## config.mk

```make
export PLATFORM = sky130hd
export DESIGN_NAME = imem_load_ctrl
export DESIGN_NICKNAME = d
export VERILOG_FILES = /design/src/rtl/imem_load_ctrl_pkg.sv /design/src/rtl/imem_load_ctrl_byte_word_assembler.sv /design/src/rtl/imem_load_ctrl.sv
export SDC_FILE = /design/constraint.sdc
export NUM_CORES = 1
export LEC_CHECK = 0
export CAP_MARGIN = 0
export CORE_UTILIZATION = 30
export DETAILED_ROUTE_END_ITERATION = 8
export PLACE_DENSITY = 0.56
export SLEW_MARGIN = 20
export SYNTH_ARGS = -nofsm -noshare
export SYNTH_HDL_FRONTEND = slang
export SYNTH_HIERARCHICAL = 1
export SYNTH_SLANG_ARGS = --single-unit
export TNS_END_PERCENT = 30
```

## constraint.sdc

```tcl
create_clock -name i_clk -period 1.97 [get_ports i_clk]
set_clock_uncertainty 0.15 [all_clocks]
set_input_delay 0.591 -clock i_clk [delete_from_list [all_inputs] [get_ports i_clk]]
set_output_delay 0.591 -clock i_clk [all_outputs]
set_load 0.03 [all_outputs]
```

## src/rtl/imem_load_ctrl_pkg.sv

```systemverilog
`default_nettype none
// ============================================================================
// Module      : imem_load_ctrl_pkg
// Description : Shared constants for the instruction-RAM load controller.
// Revision    : 1.0 - initial release
// ============================================================================
package imem_load_ctrl_pkg;

    localparam int          c_bytes_per_word = 4;
    localparam logic [31:0] c_halt_word      = 32'hFFFF_FFFF;

    localparam int             c_state_w  = 3;
    localparam logic [2:0]     c_st_idle    = 3'd0;
    localparam logic [2:0]     c_st_collect = 3'd1;
    localparam logic [2:0]     c_st_write   = 3'd2;
    localparam logic [2:0]     c_st_run     = 3'd3;
    localparam logic [2:0]     c_st_error   = 3'd4;

endpackage
`default_nettype wire

```

## src/rtl/imem_load_ctrl_byte_word_assembler.sv

```systemverilog
`default_nettype none
// ============================================================================
// Module      : imem_load_ctrl_byte_word_assembler
// Description : Big-endian byte-to-word shift register with a byte counter.
// Revision    : 1.0 - initial release
// ============================================================================
module imem_load_ctrl_byte_word_assembler
    import imem_load_ctrl_pkg::*;
#(
    parameter int DATA_WIDTH = 8
) (
    input  logic                                   i_clk,
    input  logic                                   i_rst_n,
    input  logic                                   i_clear,
    input  logic                                   i_accept,
    input  logic                                   i_valid,
    input  logic [DATA_WIDTH-1:0]                  i_byte,
    output logic [c_bytes_per_word*DATA_WIDTH-1:0] o_word,
    output logic                                   o_word_ready
);

    localparam int c_word_w = c_bytes_per_word * DATA_WIDTH;

    logic [c_word_w-1:0] r_word;
    logic [1:0]          r_cnt;
    logic                w_take;

    // A clear in the same cycle as a byte drops that byte.
    assign w_take       = i_accept & i_valid & ~i_clear;
    assign o_word_ready = w_take & (r_cnt == 2'd3);
    assign o_word       = r_word;

    always_ff @(posedge i_clk or negedge i_rst_n) begin
        if (!i_rst_n) begin
            r_word <= '0;
            r_cnt  <= 2'd0;
        end else if (i_clear) begin
            r_word <= '0;
            r_cnt  <= 2'd0;
        end else if (w_take) begin
            r_word <= {r_word[c_word_w-DATA_WIDTH-1:0], i_byte};
            r_cnt  <= r_cnt + 2'd1;
        end
    end

endmodule
`default_nettype wire

```

## src/rtl/imem_load_ctrl.sv

```systemverilog
`default_nettype none
// ============================================================================
// Module      : imem_load_ctrl
// Description : Loads a UART byte stream into instruction RAM, then hands the
//               RAM address port to the CPU fetch stage.
// Revision    : 1.0 - initial release
// ============================================================================
module imem_load_ctrl
    import imem_load_ctrl_pkg::*;
#(
    parameter int                                   ADDR_WIDTH = 12,
    parameter int                                   DATA_WIDTH = 8,
    parameter logic [c_bytes_per_word*DATA_WIDTH-1:0] HALT_WORD  = c_halt_word
) (
    input  logic                                   i_clk,
    input  logic                                   i_rst_n,
    input  logic                                   i_start_load,
    input  logic [DATA_WIDTH-1:0]                  i_rx_data,
    input  logic                                   i_rx_valid,
    input  logic [ADDR_WIDTH-1:0]                  i_cpu_addr,
    output logic                                   o_mem_we,
    output logic [ADDR_WIDTH-1:0]                  o_mem_addr,
    output logic [c_bytes_per_word*DATA_WIDTH-1:0] o_mem_wdata,
    output logic                                   o_cpu_stall,
    output logic                                   o_load_done,
    output logic                                   o_load_error,
    output logic [ADDR_WIDTH-2:0]                  o_word_count
);

    localparam int                    c_word_w   = c_bytes_per_word * DATA_WIDTH;
    localparam logic [ADDR_WIDTH-1:0] c_last_ptr = {{(ADDR_WIDTH-2){1'b1}}, 2'b00};
    localparam logic [ADDR_WIDTH-1:0] c_ptr_step = ADDR_WIDTH'(c_bytes_per_word);
    localparam logic [ADDR_WIDTH-2:0] c_cnt_one  = (ADDR_WIDTH-1)'(1);

    logic [c_state_w-1:0]  r_state;
    logic [c_state_w-1:0]  w_state_nxt;
    logic [ADDR_WIDTH-1:0] r_ptr;
    logic [ADDR_WIDTH-2:0] r_word_count;
    logic [c_word_w-1:0]   w_word;
    logic                  w_word_ready;
    logic                  w_accept;
    logic                  w_is_halt;
    logic                  w_at_last;

    // The byte arriving in the WRITE cycle already belongs to the next word.
    assign w_accept  = (r_state == c_st_collect) | (r_state == c_st_write);
    assign w_is_halt = (w_word == HALT_WORD);
    assign w_at_last = (r_ptr == c_last_ptr);

    imem_load_ctrl_byte_word_assembler #(
        .DATA_WIDTH (DATA_WIDTH)
    ) u_assembler (
        .i_clk        (i_clk),
        .i_rst_n      (i_rst_n),
        .i_clear      (i_start_load),
        .i_accept     (w_accept),
        .i_valid      (i_rx_valid),
        .i_byte       (i_rx_data),
        .o_word       (w_word),
        .o_word_ready (w_word_ready)
    );

    always_ff @(posedge i_clk or negedge i_rst_n) begin
        if (!i_rst_n) begin
            r_state <= c_st_idle;
        end else begin
            r_state <= w_state_nxt;
        end
    end

    always_comb begin
        w_state_nxt = r_state;
        case (r_state)
            c_st_idle:    w_state_nxt = c_st_idle;
            c_st_collect: if (w_word_ready) w_state_nxt = c_st_write;
            c_st_write: begin
                if (w_is_halt) begin
                    w_state_nxt = c_st_run;
                end else if (w_at_last) begin
                    w_state_nxt = c_st_error;
                end else begin
                    w_state_nxt = c_st_collect;
                end
            end
            c_st_run:     w_state_nxt = c_st_run;
            c_st_error:   w_state_nxt = c_st_error;
            default:      w_state_nxt = c_st_idle;
        endcase
        if (i_start_load) begin
            w_state_nxt = c_st_collect;
        end
    end

    always_ff @(posedge i_clk or negedge i_rst_n) begin
        if (!i_rst_n) begin
            r_ptr        <= '0;
            r_word_count <= '0;
        end else if (i_start_load) begin
            r_ptr        <= '0;
            r_word_count <= '0;
        end else if (r_state == c_st_write) begin
            r_word_count <= r_word_count + c_cnt_one;
            // The pointer stays on the last written word when the load ends.
            if (!w_is_halt && !w_at_last) begin
                r_ptr <= r_ptr + c_ptr_step;
            end
        end
    end

    assign o_mem_we     = (r_state == c_st_write);
    assign o_mem_addr   = (r_state == c_st_run) ? i_cpu_addr : r_ptr;
    assign o_mem_wdata  = w_word;
    assign o_cpu_stall  = (r_state != c_st_run);
    assign o_load_done  = (r_state == c_st_run);
    assign o_load_error = (r_state == c_st_error);
    assign o_word_count = r_word_count;

endmodule
`default_nettype wire

```

==> out/qor.csv, run 1 <==
metric,value,unit
route.met3.wl,509,um
pin_count,83,
synth_top_area_cell,dfrtp_1,
hold_violations,0,
avgSynthCellArea,9.84,um^2
post_drt_wl_per_cell,14.6,um
cp-end-kind,primary output,
n_fill_cell,910,
cts_buffers,9,
worst_pin_slew,0.408,ns
period_share,1.12,
drive_above_1_share,0.297,
ys_top_cells_by_area,"dfrtp_1 (49%), mux2i_1 (8.1%), nand2b_1 (7.2%)",
synth-seq-area-share,0.490,
wl_met2,3950,um
worstPathRequired,1.23,ns
mostFrequentLayoutCell,dfrtp_1,
peakVddDrop,0.381,mV
viasPerCell,4.78,
drc_errors,0,
coreArea,9420,um^2
grt_setup_unrepaired,true,
dr.max_layer_used,met4,
io_buffers,82,
reg2reg_from,r_state[2],
gp_congestion,0.798,
tns,-3.09,ns
fin_area,4560,um^2
drv_cap,0,
fp.dieH,101,um
violations,setup timing,
synthesis.nets,328,
place_area,4180,um^2
ys_types,41,
worstHoldStart,o_word_count[10],
grt_max_degree,51,
cp_max_fo,6,
grt_pass1_wl,12600,um
synthArstFlopShare,1.00,
drt_iter0_drc,100,
finalSetupViolations,21,
hold_class,reg -> reg,
start_kind,register,
clk_pin_slew_worst_paths,0.07,ns
synthCells,301,
ant_nets,0,
layout.nets,450,
core.rowCount,35,
syn_area,2960,um^2
leakage,2.21,nW
synth-seq-cells,58,
fmax,0.455,GHz
finalCriticalPeriod,2.20,ns
worst_slack,-0.229,ns
powerDensity,735,nW/um^2
h-tree-depth,3,
track_usage,0.161,
fp.dieW,101,um
grt_pass1_vias,2586,
synth_edf_count,0,
yosys_warnings,6,
cts_tree,built,
critPathKind,reg -> out,
dp.cells,537,
finalPower,0.00335,W
vias,2659,
fin_cells,556,
root_buffer,clkbuf_8,
antenna_found_initial,0,
cp.arrival,1.46,ns
timing.critical_path.from,r_state[2],
totalWireLength,8100,um
area_growth,53.8,%
met1Wirelength,3600,um
status,"complete, but fails checks",
synth_top_flop_cell,dfrtp_1,
antennaDiodeCount,0,
slew_viol_final,0,
slew_headroom,0.727,
utilization,0.484,
mostFrequentLayoutCells,"dfrtp_1 (57), buf_4 (40), dlygate4sd2_1 (37), nand2b_1 (34), nand2_1 (26)",
die_area,10300,um^2
clkLatencyLatePin,0.33,ns
initial_utilization,0.315,
dp_hpwl,5690,um
yosys.area.top_type_share,0.490,
cts.sinks,58,
clock_path_buffers,2,
first_pass_iters,4,
overflow,0,
sequential cells by signal (all words and copies together) (netlist names):
signal / count
u_assembler/r_cnt: 2
o_word_count: 11
r_state: 3
r_ptr: 10
u_assembler/o_word: 32
final timing paths:
kind | end | slack [ns] | cells past startpoint
min | o_word_count[10] | 0.39 | 2
max | o_mem_addr[11] | -0.23 | 6
min reg2reg | o_word_count[10] | 0.39 | 2
min in group asynchronous | r_ptr[10] | 0.51 | 2
max reg2reg | r_ptr[11] | -0.07 | 6
max in group asynchronous | r_state[0] | 0.58 | 3
synth_stat cells (3+ instances only):
| cell | count |
|---|---|
| a21oi_1 | 13 |
| and2_1 | 3 |
| and3_1 | 6 |
| buf_2 | 4 |
| buf_6 | 3 |
| clkbuf_1 | 7 |
| dfrtp_1 | 58 |
| ha_1 | 3 |
| mux2i_1 | 24 |
| nand2_1 | 47 |
| nand2b_1 | 34 |
| nand3_1 | 4 |
| nand4_1 | 12 |
| nand4b_1 | 8 |
| nor2_1 | 14 |
| nor2b_1 | 3 |
| o21ai_0 | 6 |
| o21ai_1 | 8 |
| o31ai_1 | 4 |
| or3_1 | 5 |
| or4_1 | 3 |
| xnor2_1 | 3 |
| xor2_1 | 6 |
metrics by stage:
| step | worst slack (ns) | hold WS [ns] |
|---|---|---|
| finish | -0.229 | 0.394 |
| global route | -0.295 | 0.413 |
| CTS | -0.263 | 0.397 |
| detailed placement | -0.184 | 0.322 |
| global placement | -0.132 | 0.314 |
| floorplan | -0.100 | 0.145 |
layer usage:
metal	vias to the layer above	global-route usage
li1	1291	-
met1	1287	0.197
met2	76	0.272
met3	5	0.0531
met4	0	0.0468
met5	-	0
cells by family (layout without fill, tap and decap cells):
group                    Yosys count  count (layout)  synth area share
buffers and inverters             18             144            0.0321
XOR/XNOR                           9               9            0.0266
multiplexers                      26              26            0.0887
AND/OR/NAND/NOR                  151             151             0.279
adder cells (fa/ha/maj)            3               3            0.0127
AO/OA/AOI/OAI                     36              36            0.0714
flip-flops                        58              58             0.490
where the power goes:
group / internal [W] / switching [W] / total [W]
registers: 0.00126 / 0.0000704 / 0.00133
clock network: 0.000512 / 0.000457 / 0.000968
logic: 0.000461 / 0.000592 / 0.00105
timing repair:
| item | CTS | global route |
|---|---|---|
| cloned | 1 | 0 |
| buffers inserted | 1 | 1 |
| hold buffers | 1 | 0 |
| pin swaps | 8 | 14 |
| endpoints found under the setup margin | 61 | 53 |
| resized for setup | 79 | 34 |
| hold endpoints to repair | 8 | 0 |
critical path: stages (launching register included):
cell and delay [ns]:
dfrtp_1 0.37, and2b_4 0.26, nand2_4 0.08, buf_8 0.17, nand2_4 0.06, nand2_2 0.05, buf_6 0.13
cell type report:
| cell class | instances | area (um^2) | area share |
|---|---|---|---|
| tap | 129 | 161 | 0.0354 |
| sequential | 58 | 1450 | 0.319 |
| clock buffer | 12 | 155 | 0.0340 |
| multi-input combinational | 225 | 1600 | 0.351 |
| inverter | 3 | 18.8 | 0.00412 |
| clock inverter | 3 | 15.0 | 0.00329 |
| timing repair buffer | 126 | 1150 | 0.253 |
Note: power is estimated with default switching activity, not from simulation.
==> run 2, diff against run 1 <==
SLEW_MARGIN = unset   (was 20)
==> results of run 2 <==
The final DEF is identical to that of run 1; final timing and power are the same.
==> run 3, diff against run 2 <==
SETUP_SLACK_MARGIN = 0.5   (was unset)
==> out/qor.csv, run 3 (synthesis results as in run 1) <==
metric,value,unit
h-tree-depth,3,
die_area,10300,um^2
mostFrequentLayoutCells,"buf_6 (69), buf_4 (40), nand2b_1 (33), dfrtp_2 (33), dfrtp_1 (25)",
violations,setup timing,
coreArea,9420,um^2
vias,2657,
fp.dieW,101,um
hold_violations,0,
status,"complete, but fails checks",
totalWireLength,8280,um
place_area,4230,um^2
seqCellArea,1490,um^2
drive_above_1_share,0.550,
critPathMaxStageDelay,0.37,ns
first_pass_iters,4,
period_share,1.14,
largest_reg_flops,32,
cp.arrival,1.50,ns
gp_congestion,0.766,
viasPerCell,4.69,
drv_cap,0,
fin_area,5090,um^2
cp_max_fo,4,
overflow,0,
ff2ff_setup_slack,-0.11,ns
mostFrequentLayoutCell,buf_6,
clock_path_buffers,2,
use_met2,0.251,
finalCriticalPeriod,2.24,ns
grt_pass1_wl,13300,um
ant_nets,0,
root_buffer,clkbuf_8,
grt_max_degree,59,
drt_iter0_drc,92,
grt_pass1_vias,2598,
clk_pin_slew_worst_paths,0.07,ns
grt_setup_unrepaired,true,
multi_input_area,1790,um^2
hold_class,in -> async,
fp.dieH,101,um
slew_viol_final,0,
pin_count,83,
powerDensity,803,nW/um^2
post_drt_wl_per_cell,14.6,um
io_buffers,82,
holdWs,0.0871,ns
slew_headroom,0.705,
cts.sinks,58,
cp-end-kind,primary output,
worst_pin_slew,0.439,ns
worst_path_most_repeated_cell,buf_4,
area_growth,71.8,%
worst_slack,-0.270,ns
track_usage,0.168,
place_ws,-0.180,ns
finalSetupViolations,25,
layout.nets,460,
dp_hpwl,5390,um
n_fill_cell,872,
antenna_found_initial,0,
peakVddDrop,0.424,mV
worstPathRequired,1.23,ns
crit_slowest_cell,dfrtp_1,
path_cells,"and2b_4, buf_4, buf_4, and3_4, buf_6",
gr-usage-met3,0.0235,
cts_buffers,9,
start_kind,register,
leakage,2.26,nW
top_usage_layer,met2,
core.rowCount,35,
reg2reg_from,r_state[2],
drc_errors,0,
r2r_end,r_ptr[7],
clkLatencyLatePin,0.34,ns
grtUsageMet1,0.241,
critPathKind,reg -> out,
ff2ff_path_depth,8,
cts_tree,built,
initial_utilization,0.315,
antennaDiodeCount,0,
fmax,0.447,GHz
## run 3: changes by cell type in the layout (fill, tap and decap cells not counted), moves of 5 or more
cell	previous run	this run
buf_6	16	69
dlygate4sd2_1	37	1
dfrtp_1	57	25
dfrtp_2	1	33
nand2_1	26	15
o21ai_2	0	8
nand2_2	16	23
o21ai_1	8	3
## run 3: metal layers
metal,up-vias,share of wire
met3,11,0.022
li1,1319,-
met5,-,0
met4,0,0.017
met1,1280,0.48
met2,47,0.48
## run 3: worst max-delay path by stage
stage / startpoint / endpoint / slack, ns / cells past startpoint
after floorplan: r_state[2] / o_mem_addr[10] / 0.09 / 6
after global placement: i_rx_valid / u_assembler/o_word[13] / -0.12 / 5
after detailed placement: i_rx_valid / u_assembler/o_word[8] / -0.18 / 5
after CTS: r_state[2] / o_mem_addr[1] / -0.28 / 5
after global routing: r_state[2] / o_mem_addr[0] / -0.34 / 5
final: r_state[2] / o_mem_addr[0] / -0.27 / 5
## run 3: through the flow
step,util,power [W],TNS [ns],cells
floorplan,-,0.00205,0,301
finish,0.541,0.00409,-4.27,567
detailed placement,0.449,0.00240,-4.39,521
global placement,0.449,0.00240,-3.80,521
CTS,0.509,0.00395,-3.90,550
global route,0.541,0.00427,-6.49,567
## run 3: repair_timing
item                       CTS  global route
hold buffers                 0             0
resized for setup          348            46
pin swaps                   32            35
buffers inserted            13            17
setup endpoints to repair  114           115
## run 3: power by group
part	total, W	switching (W)	internal, W
clock	0.00140	0.000496	0.000905
combinational	0.00134	0.000680	0.000661
sequential	0.00135	0.0000782	0.00127
total	0.00409	0.00125	0.00284
## run 3: layout make-up
cell class	instances	share of cell area
Sequential cell	58	0.293
Clock buffer	11	0.0297
Tap cell	129	0.0317
Clock inverter	5	0.0197
Multi-Input combinational cell	225	0.351
Inverter	3	0.00418
Timing Repair Buffer	136	0.270
## run 3: critical path, delay by kind of cell, from the launching register on
kind,cells,cell delay [ns]
AND/OR/NAND/NOR,2,0.47
flip-flops,1,0.37
buffers and inverters,3,0.33
==> edit: new RTL, settings of run 3 <==
Make the reset (`i_rst_n`) synchronous in 3 clocked blocks.
--- a/src/rtl/imem_load_ctrl_byte_word_assembler.sv
+++ b/src/rtl/imem_load_ctrl_byte_word_assembler.sv
@@ -30,7 +30,7 @@
     assign o_word_ready = w_take & (r_cnt == 2'd3);
     assign o_word       = r_word;
 
-    always_ff @(posedge i_clk or negedge i_rst_n) begin
+    always_ff @(posedge i_clk) begin
         if (!i_rst_n) begin
             r_word <= '0;
             r_cnt  <= 2'd0;
--- a/src/rtl/imem_load_ctrl.sv
+++ b/src/rtl/imem_load_ctrl.sv
@@ -60,7 +60,7 @@
         .o_word_ready (w_word_ready)
     );
 
-    always_ff @(posedge i_clk or negedge i_rst_n) begin
+    always_ff @(posedge i_clk) begin
         if (!i_rst_n) begin
             r_state <= c_st_idle;
         end else begin
@@ -91,7 +91,7 @@
         end
     end
 
-    always_ff @(posedge i_clk or negedge i_rst_n) begin
+    always_ff @(posedge i_clk) begin
         if (!i_rst_n) begin
             r_ptr        <= '0;
             r_word_count <= '0;
Behaviour: differs if i_rst_n is asserted again (counterexample within 4 cycles, from zero or initial values and one cycle with i_rst_n low); with i_rst_n held inactive, the same outputs for 10 cycles.
==> edit against run 3 <==
Setup slack gained 0.070 ns. Area after synthesis increased by 6.0%. Via count grew 5.4%. Cell area fell by 1.2%. Count of clock-buffer cells in the layout unchanged. Sequential cell count unchanged. The flow still finishes with violations (setup timing). Register-to-register slack better by 0.08 ns. Sequential share of layout area fell by 3.8 points. Wire length about the same. Worst hold slack gained 0.26 ns.
Power is not compared: it rests on default switching activity, and its combinational part moved more than twofold at a synthesized area within 25%.
==> edit: results (changes against run 3) <==
worst-margin pin slew=0.437 ns (was 0.439 ns); vias in the first global route=2868 (was 2598); Hold Crit Class=reg -> reg (was in -> async); Syn Nets=345 (was 328); Arrival @ worst endpoint=1.43 ns (was 1.50 ns); failing checks=setup timing (unchanged); Met2 Wirelength=3950 um (was 3960 um); Initial DRT Pass Iterations=5 (was 4); top post-synthesis cells by count=58 x dfxtp_1, 33 x a21oi_2, 31 x a21bo_1, 28 x nand3_1, 23 x nor2_1 (was 58 x dfrtp_1, 47 x nand2_1, 34 x nand2b_1, 24 x mux2i_1, 14 x nor2_1); met3 wire length=426 um (was 186 um); wire per inst=14.5 um (was 14.6 um); Iter 0 DRT Violations=63 (was 92); GRT Overall Usage=15.7% (was 16.8%); worst-path maximum fanout=5 (was 4); most common cell in the netlist=dfxtp_1 (was dfrtp_1); asr flop ratio synth=0% (was 100%); first-pass GRT wire length=13900 um (was 13300 um); status=finished, violations left (unchanged); largest net degree at the start of global routing=47 (was 59); placed cell areas=0.00414 mm2 (was 0.00423 mm2); Worst Slack Setup Final=-0.200 ns (was -0.270 ns); top cells by area, synth=dfxtp_1 37%, a21bo_1 9.9%, a21oi_2 9.2% (was dfrtp_1 49%, mux2i_1 8.1%, nand2b_1 7.2%); setup_tns=-2.31 ns (was -4.27 ns); Vias/cell=4.90 (was 4.69); sequential area share after synthesis=37.0% (was 49.0%); Final setup viols=19 (was 25); Post-DP HPWL=5360 um (was 5390 um); RD Place Congestion=0.748 (was 0.766); WL met1=3790 um (was 3990 um)
edit: report_power, final:
part           internal, mW  leakage [nW]  total, mW  switching (mW)
clock network         0.743         0.109       1.23           0.487
logic                 0.129          1.29      0.310           0.181
registers              1.15         0.499       1.16          0.0126
total                  2.02          1.89       2.70           0.681
edit: path summary, 6_finish.rpt:
path	start	endpoint	slack [ns]	cells past startpoint
setup reg to reg	r_state[2]	r_ptr[4]	-0.03	9
hold reg to reg	u_assembler/o_word[16]	u_assembler/o_word[24]	0.34	2
setup / recovery	r_state[1]	o_mem_addr[2]	-0.20	4
hold / removal	u_assembler/o_word[16]	u_assembler/o_word[24]	0.34	2
edit: repair_timing:
action	in CTS	in global routing
cloned	1	0
resized for setup	371	70
pin swaps	15	64
endpoints found under the setup margin	117	117
setup buffers	12	8
edit: final cells by class:
cell class              instances  area (um2)
fillers                       910        4930
multi-input cells             232        2020
clock buffers                  11         141
inverters                       4        20.0
repair buffers                128        1320
clock inverters                 5        77.6
well taps                     133         166
flip-flops and latches         58        1280
edit: worst max-delay path: stages (launching register included):
cell     delay [ns]
dfxtp_2        0.33
nor2b_4        0.23
nand2_4        0.11
mux2_2         0.29
buf_6          0.14
edit: stage by stage:
stage	worst slack [ns]	util, %	instances
floorplan	0.0177	-	318
global placement	-0.172	41.6	534
detailed placement	-0.207	41.6	534
CTS	-0.227	46.9	563
global route	-0.266	50.5	571
finish	-0.200	50.5	571
edit: layer usage:
metal,global-route usage (%),vias to the layer above
met3,3.88,10
met5,0,-
li1,-,1378
met2,25.5,67
met1,19.8,1345
met4,6.12,0
edit: logic make-up after synthesis:
family	count (synthesis)	synth area share, %
AOI/OAI and AO/OA	87	24.6
xor gates and xnor gates	13	3.63
and+or+nand+nor	117	21.5
adders and majority gates	3	1.20
muxes	11	3.83
buffers and inverters	29	8.21
DFF	58	37.0
